`config.mk`:
```
export PLATFORM = sky130hd
export DESIGN_NAME = flu_wb_scheduler
export DESIGN_NICKNAME = d
export VERILOG_FILES = /design/src/rtl/flu_wb_scheduler.sv
export SDC_FILE = /design/constraint.sdc
export NUM_CORES = 1
export LEC_CHECK = 0
export CORE_ASPECT_RATIO = 1.1
export CORE_MARGIN = 2
export CORE_UTILIZATION = 45
export CTS_CLUSTER_SIZE = 24
export DETAILED_ROUTE_END_ITERATION = 7
export PLACE_DENSITY = 0.73
export RECOVER_POWER = 50
export SLEW_MARGIN = 20
export SYNTH_ARGS = -nofsm -noshare
export SYNTH_HDL_FRONTEND = slang
export SYNTH_SLANG_ARGS = --single-unit
```
`constraint.sdc`:
```
create_clock -name clk_i -period 5.9 [get_ports clk_i]
set_clock_uncertainty 0.15 [all_clocks]
set_input_delay 1.18 -clock clk_i [delete_from_list [all_inputs] [get_ports clk_i]]
set_output_delay 1.18 -clock clk_i [all_outputs]
set_load 0.05 [all_outputs]
```
`src/rtl/flu_wb_scheduler.sv`:
```
// Issue-side scheduler for the shared fixed-latency writeback port.
// Grants one issue per cycle into a free result slot and exposes the slot owning the port.
module flu_wb_scheduler #(
    parameter  int unsigned NR_REQ        = 4,
    parameter  int unsigned MAX_LAT       = 4,
    parameter  int unsigned TRANS_ID_BITS = 3,
    localparam int unsigned LAT_W         = $clog2(MAX_LAT + 1),
    localparam int unsigned SRC_W         = (NR_REQ > 1) ? $clog2(NR_REQ) : 1
) (
    input  logic                              clk_i,
    input  logic                              rst_i,
    input  logic                              flush_i,
    input  logic                              stall_i,
    input  logic [NR_REQ-1:0]                 req_i,
    input  logic [NR_REQ*LAT_W-1:0]           req_lat_i,
    input  logic [NR_REQ*TRANS_ID_BITS-1:0]   req_tid_i,
    output logic [NR_REQ-1:0]                 gnt_o,
    output logic                              wb_valid_o,
    output logic [SRC_W-1:0]                  wb_src_o,
    output logic [TRANS_ID_BITS-1:0]          wb_trans_id_o,
    output logic                              busy_o,
    output logic                              lat_err_o
);

    logic [MAX_LAT-1:0]       slot_v;
    logic [SRC_W-1:0]         slot_src [MAX_LAT];
    logic [TRANS_ID_BITS-1:0] slot_tid [MAX_LAT];
    logic [SRC_W-1:0]         rr;
    logic                     lat_err;

    logic [NR_REQ-1:0]        elig;
    logic [NR_REQ-1:0]        lat_bad;
    logic                     found;
    logic                     grant;
    logic [SRC_W-1:0]         gnt_idx;
    logic [LAT_W-1:0]         gnt_lat;
    logic [TRANS_ID_BITS-1:0] gnt_tid;
    logic [NR_REQ-1:0]        gnt;

    // Eligibility: legal latency and target slot free after the coming shift.
    // s[MAX_LAT] does not exist, so latency MAX_LAT is never blocked.
    always_comb begin
        elig    = '0;
        lat_bad = '0;
        for (int unsigned i = 0; i < NR_REQ; i++) begin
            logic [LAT_W-1:0] lat;
            logic             legal;
            logic             occ;
            lat   = req_lat_i[i*LAT_W +: LAT_W];
            legal = (lat != '0) && (lat <= LAT_W'(MAX_LAT));
            occ   = 1'b0;
            for (int unsigned k = 1; k < MAX_LAT; k++) begin
                if (lat == LAT_W'(k) && slot_v[k])
                    occ = 1'b1;
            end
            elig[i]    = req_i[i] && legal && !occ;
            lat_bad[i] = req_i[i] && !legal;
        end
    end

    // Round-robin scan starting at rr, wrapping past NR_REQ-1.
    always_comb begin
        found   = 1'b0;
        gnt_idx = '0;
        for (int unsigned off = 0; off < NR_REQ; off++) begin
            int unsigned idx;
            idx = (int'(rr) + off) % NR_REQ;
            if (!found && elig[idx]) begin
                found   = 1'b1;
                gnt_idx = SRC_W'(idx);
            end
        end
        grant   = found && !flush_i && !stall_i && !rst_i;
        gnt_lat = req_lat_i[int'(gnt_idx)*LAT_W +: LAT_W];
        gnt_tid = req_tid_i[int'(gnt_idx)*TRANS_ID_BITS +: TRANS_ID_BITS];
        gnt     = '0;
        if (grant)
            gnt[gnt_idx] = 1'b1;
    end

    always_ff @(posedge clk_i) begin
        if (rst_i) begin
            slot_v  <= '0;
            rr      <= '0;
            lat_err <= 1'b0;
            for (int unsigned k = 0; k < MAX_LAT; k++) begin
                slot_src[k] <= '0;
                slot_tid[k] <= '0;
            end
        end else begin
            if (|lat_bad)
                lat_err <= 1'b1;
            if (flush_i) begin
                slot_v <= '0;
                for (int unsigned k = 0; k < MAX_LAT; k++) begin
                    slot_src[k] <= '0;
                    slot_tid[k] <= '0;
                end
            end else begin
                for (int unsigned k = 0; k < MAX_LAT; k++) begin
                    if (k + 1 < MAX_LAT) begin
                        slot_v[k]   <= slot_v[k+1];
                        slot_src[k] <= slot_src[k+1];
                        slot_tid[k] <= slot_tid[k+1];
                    end else begin
                        slot_v[k]   <= 1'b0;
                        slot_src[k] <= '0;
                        slot_tid[k] <= '0;
                    end
                end
                // New entry lands in s[L-1]; overrides the shift into that slot.
                if (grant) begin
                    for (int unsigned k = 0; k < MAX_LAT; k++) begin
                        if (gnt_lat == LAT_W'(k + 1)) begin
                            slot_v[k]   <= 1'b1;
                            slot_src[k] <= gnt_idx;
                            slot_tid[k] <= gnt_tid;
                        end
                    end
                    rr <= (int'(gnt_idx) == NR_REQ - 1) ? '0 : gnt_idx + 1'b1;
                end
            end
        end
    end

    assign gnt_o         = gnt;
    assign wb_valid_o    = slot_v[0];
    assign wb_src_o      = slot_v[0] ? slot_src[0] : '0;
    assign wb_trans_id_o = slot_v[0] ? slot_tid[0] : '0;
    assign busy_o        = |slot_v;
    assign lat_err_o     = lat_err;

endmodule

```
# Word level (Yosys, flattened, before mapping)
# Memories as Yosys holds them, arrays and structs flattened.
# Cells that the tools add are included.
[totals]
latchBits = 0
ramBits = 20
mem_count = 2
register_bits = 7
output_inout_bits = 12
rom_bits = 0
[mem_list]
columns = ["name", "words", "width", "read_ports", "rd_clocked_by_memory_dff", "wr", "line_no", "text"]
rows = [
  ["slot_tid", 4, 3, 4, 0, 4, "27", "logic [TRANS_ID_BITS-1:0] slot_tid [MAX_LAT];"],
  ["slot_src", 4, 2, 4, 0, 4, "26", "logic [SRC_W-1:0] slot_src [MAX_LAT];"],
]
[classes]
bitwise = 26
n_mul = 1
n_reduce_logical = 58
n_div = 0
n_lt_le_gt_ge = 10
add_sub_neg = 4
shifts = 2
mux = 90
n_eq_ne = 17
[ops]
columns = ["op", "n"]
rows = [
  ["1-bit two-way mux", 52],
  ["3-bit two-way mux", 14],
  ["2-bit two-way mux", 18],
  ["1-bit logical AND", 35],
  ["3-bit by 2-bit equality test with 1-bit output (second input constant)", 10],
  ["1-bit bitwise OR", 24],
  ["12-bit by 5-bit indexed part select with 3-bit output", 2],
  ["3-bit by 1-bit equality test with 1-bit output (second input constant)", 5],
  ["2-bit by 3-bit less-than comparator with 1-bit output (second input constant)", 5],
  ["1-bit zero test", 14],
  ["3-bit less-or-equal comparator (second input constant)", 4],
  ["3-bit nonzero test", 4],
  ["1-bit binary-select mux with 2-bit select", 4],
  ["4-bit OR reduction", 2],
  ["2-bit by 1-bit adder with 2-bit output (second input constant)", 2],
  ["2-bit adder (second input constant)", 2],
  ["2-bit by 2-bit multiplier with 4-bit output (second input constant)", 1],
  ["4-bit two-way mux", 1],
  ["3-bit equality test (second input constant)", 1],
  ["3-bit OR reduction", 1],
  ["1-bit demux with 2-bit select", 1],
  ["2-bit equality test (second input constant)", 1],
  ["2-bit by 1-bit >= comparator with 1-bit output (second input constant)", 1],
  ["1-bit inverter", 2],
  ["other kinds (2)", 2],
]

# Longest topological paths before layout
# Gate-level depths: netlist of the first run.
[logic_depth]
depth_word = 28
depth_mapped = 10
ltp_nobuf = 9

# Least setup slack after synthesis of the first run
# Ideal clock, no wire load.
[synth_path]
path_type = "input -> output"
start = "input req_lat_i[0]"
end = "output gnt_o[2]"
path_slack_ns = 1.526
arrival_ns = 3.044
stages = 9
cell_sequence = "buf_2 > mux2i_1 > a211oi_1 > nor4b_1 > a221o_4 > nor2_4 > buf_8 > ha_1 > and2_1"
[synth_between]
elab_chain_len = 24
elab_cells_between_ends = 46
[synth_lines]
columns = ["element", "line_no", "text"]
rows = [
  ["start: declaration", "15", "input logic [NR_REQ*LAT_W-1:0] req_lat_i,"],
  ["3-bit by 1-bit equality test with 1-bit output", "53", "if (lat == LAT_W'(k) && slot_v[k])"],
  ["1-bit logical AND", "53", ""],
  ["1-bit two-way mux (3 in series)", "53", ""],
  ["1-bit zero test", "56", "elig[i] = req_i[i] && legal && !occ;"],
  ["1-bit logical AND (*)", "56", ""],
  ["1-bit binary-select mux with 2-bit select", "68", "if (!found && elig[idx]) begin"],
  ["1-bit two-way mux (not written as such)", "68", ""],
  ["1-bit two-way mux", "68", ""],
  ["(+7 left out)", "--", ""],
  ["1-bit logical AND", "68", ""],
  ["2-bit two-way mux (*)", "68", ""],
  ["named net gnt_idx[1]", "35", "logic [SRC_W-1:0] gnt_idx;"],
  ["2-bit by 3-bit less-than comparator with 1-bit output (not written as such) or 2-bit by 1-bit >= comparator with 1-bit output (tied branches)", "78", "gnt[gnt_idx] = 1'b1;"],
  ["1-bit logical AND (not written as such)", "78", ""],
  ["1-bit two-way mux (not written as such)", "78", ""],
  ["1-bit demux with 2-bit select (*)", "78", ""],
  ["4-bit two-way mux (*)", "77", "if (grant)"],
  ["end: declaration", "17", "output logic [NR_REQ-1:0] gnt_o,"],
]
# The timed path passes the listed nets; every way through them passes the cells marked *. The select of a mux whose other input is x is not followed.

# Worst setup path in the final report of the first run
[layout_path]
start = "input req_lat_i[6]"
end = "output gnt_o[2]"
[layout_between]
elab_chain_len = 24
elab_cells_between_ends = 46
[layout_lines]
columns = ["element", "line_no"]
rows = [
  ["3-bit by 1-bit equality test with 1-bit output", "53"],
  ["1-bit logical AND", "53"],
  ["1-bit two-way mux (3 in series)", "53"],
  ["1-bit zero test", "56"],
  ["1-bit logical AND (*)", "56"],
  ["1-bit binary-select mux with 2-bit select", "68"],
  ["1-bit two-way mux (not written as such)", "68"],
  ["1-bit two-way mux", "68"],
  ["(+6 left out)", "--"],
  ["1-bit zero test", "68"],
  ["1-bit logical AND", "68"],
  ["2-bit two-way mux", "68"],
  ["2-bit by 3-bit less-than comparator with 1-bit output (not written as such) or 2-bit by 1-bit >= comparator with 1-bit output (tied branches)", "78"],
  ["1-bit logical AND (not written as such)", "78"],
  ["1-bit two-way mux (not written as such)", "78"],
  ["1-bit demux with 2-bit select", "78"],
  ["4-bit two-way mux (*)", "77"],
]
# Mark *: on every way between the ends. The rest lies on a longest branch, timed or not. The select of a mux whose other input is x is not followed.

==> results of run 1 <==
## synthesized netlist by cell type, types with 3 or more instances
cell type	number	area (um2)
and2_1	9	56.3
a31oi_1	5	31.3
nor4b_1	3	26.3
mux2_2	3	33.8
ha_1	4	50.1
nor3b_1	9	67.6
o21ai_0	5	25.0
nor3_1	3	15.0
edfxtp_1	20	601
nand2_1	24	90.1
nor2b_1	3	18.8
inv_1	7	26.3
a21oi_1	4	20.0
nor2_1	9	33.8
mux2i_1	26	260
dfxtp_1	7	140
## state kept, by name, indices dropped and copies added, names as in the netlist
name	cells
slot_src	8
lat_err_o	1
slot_tid	12
rr	2
slot_v	4
## cells by family (layout without fill, tap and decap cells)
| kind of cell | count (synthesis) | count (layout) | synth area share |
|---|---|---|---|
| buffers and inverters | 13 | 59 | 0.0344 |
| and+or+nand+nor | 72 | 72 | 0.210 |
| xor gates and xnor gates | 2 | 2 | 0.00944 |
| DFF | 27 | 27 | 0.399 |
| AOI/OAI and AO/OA | 33 | 33 | 0.151 |
| muxes | 30 | 30 | 0.167 |
| adders and majority gates | 4 | 4 | 0.0270 |
| other | 1 | 20 | 0.00202 |
## report_power, final
group          internal (mW)  switching, mW
Clock                 0.0480         0.0610
Sequential             0.214        0.00371
Combinational         0.0548         0.0658
Total                  0.317          0.131
## layout make-up
type / count / area, um2 / share of cell area
clock buffers: 3 / 41.3 / 0.0169
clock inverters: 1 / 7.51 / 0.00308
inverters: 9 / 36.3 / 0.0149
multi-input cells: 161 / 1100 / 0.453
flip-flops and latches: 27 / 741 / 0.304
well taps: 52 / 65.1 / 0.0267
repair buffers: 46 / 444 / 0.182
## worst paths after layout
check	slack [ps]	depth (start not counted)	start	to
worst max-delay path	410	10	req_lat_i[6]	gnt_o[2]
worst min-delay path	380	2	lat_err_o	lat_err_o
worst max register to register	2360	9	slot_v[3]	slot_src[0][1]
worst min register to register	380	2	lat_err_o	lat_err_o
## worst max-delay path, delay by kind of cell
kind	cells	cell delay (ps)
simple gates	4	770
fa+ha+maj	1	250
buf+inv	3	1420
compound gates	2	530
## metrics by stage
step | power, mW | setup slack [ps] | std cells
5_1_grt | 0.471 | 160 | 299
3_5_place_dp | 0.346 | 493 | 295
2_1_floorplan | 0.299 | 1530 | 201
6_report | 0.447 | 409 | 299
4_1_cts | 0.456 | 487 | 299
3_3_place_gp | 0.344 | 580 | 295
## routing by layer
metal  wire (um)  vias to the layer above
met1        1810                      737
met3         206                        6
met4          69                        0
met5           0                        -
met2        1980                       53
li1            -                      786
==> reports/qor.csv, run 1 <==
metric,value,unit
antenna_found_initial,0,
slew_viol_final,0,
coreArea,3960,um2
synth_edf_count,20,
drt_first_pass_iters,4,
ys.flop_type,edfxtp_1,
hp-class,reg2reg,
drc,0,
grt_pass1_wl,6980,um
io_buffers,43,
setup_violations,0,
clk_pin_slew_worst_paths,90,ps
numCtsBuffers,3,
fin_crit_sh,0.931,
cap_viol_max_count,0,
arrival,4160,ps
postLayoutCellArea,2440,um2
met3_usage,0.0251,
clk_latency,280,ps
globalplace.congestion,0.927,
status,completed,
yosysSeqAreaShare,0.399,
synthToLayoutAreaGrowth,31.4,%
max_freq,0.182,GHz
finalWirelength,4060,um
syn_inst,182,
critPathMaxStageDelay,660,ps
std_cell_rows,24,
start_kind,primary input,
hold_ws,379,ps
vias,1582,
slew_headroom,0.487,
drive_above_1_share,0.0810,
crit_fanout,11,
nets,284,
start_util,0.468,
dieArea,4650,um2
async_reset_ff_frac,0,
num_io_pins,44,
post_cts_resized,0,
fillerInstances,372,
die_x,65.2,um
overflow,0,
hold_viol_final,0,
antenna_left,0,
grt_max_degree,18,
peakVddDrop,125,uV
grt_util_met1,0.250,
grt_pass1_vias,1558,
leakage,0.981,nW
ys_ff_latch,27,
layout_commonest_cell,clkdlybuf4s50_1,
cts.sinks,27,
vias_per_cell,5.29,
slowest_stage,dlygate4sd3_1,
root_buffer,clkbuf_8,
path_cells,dlygate4sd3_1 -> nor3b_1 -> a211oi_1 -> or2_1 -> a221o_4 -> nor2_4 -> clkbuf_1 -> ha_1 -> and2_1 -> buf_4,
htreeDepth,1,
rsz0062_at_grt,no,
worstMarginPinSlew,770,ps
busiest_layer,met2,
use_met2,0.320,
post_cts_buffers,0,
postCtsHoldBufs,0,
cp_data_required_time,4570,ps
clk_path_buf_depth,2,
mappedNetlistArea,1860,um2
yosys_warnings,0,
syn_avg_cell_area,10.2,um2
period_needed,5490,ps
dpl_cell_area,2410,um2
drt_first_iter_violations,81,
endpoint_kind,output pin,
tritoncts,yes,
track_usage,0.191,
worstSetupPathType,in2out,
p_per_area,183,nW/um2
mostFrequentLayoutCells,"clkdlybuf4s50_1, mux2i_1, nand2_1, edfxtp_1, conb_1",
die_h,71.4,um
ys_types,47,
antenna_cells,0,
fin_util,0.615,
wl_per_cell,13.6,um
tns,0,ps
Note: power is estimated with default switching activity, not from simulation.
==> inputs of run 2 (changes only) <==
- ABC_AREA: unset -> 0
==> results of run 2 <==
The final DEF is identical to that of run 1; final timing and power are the same.
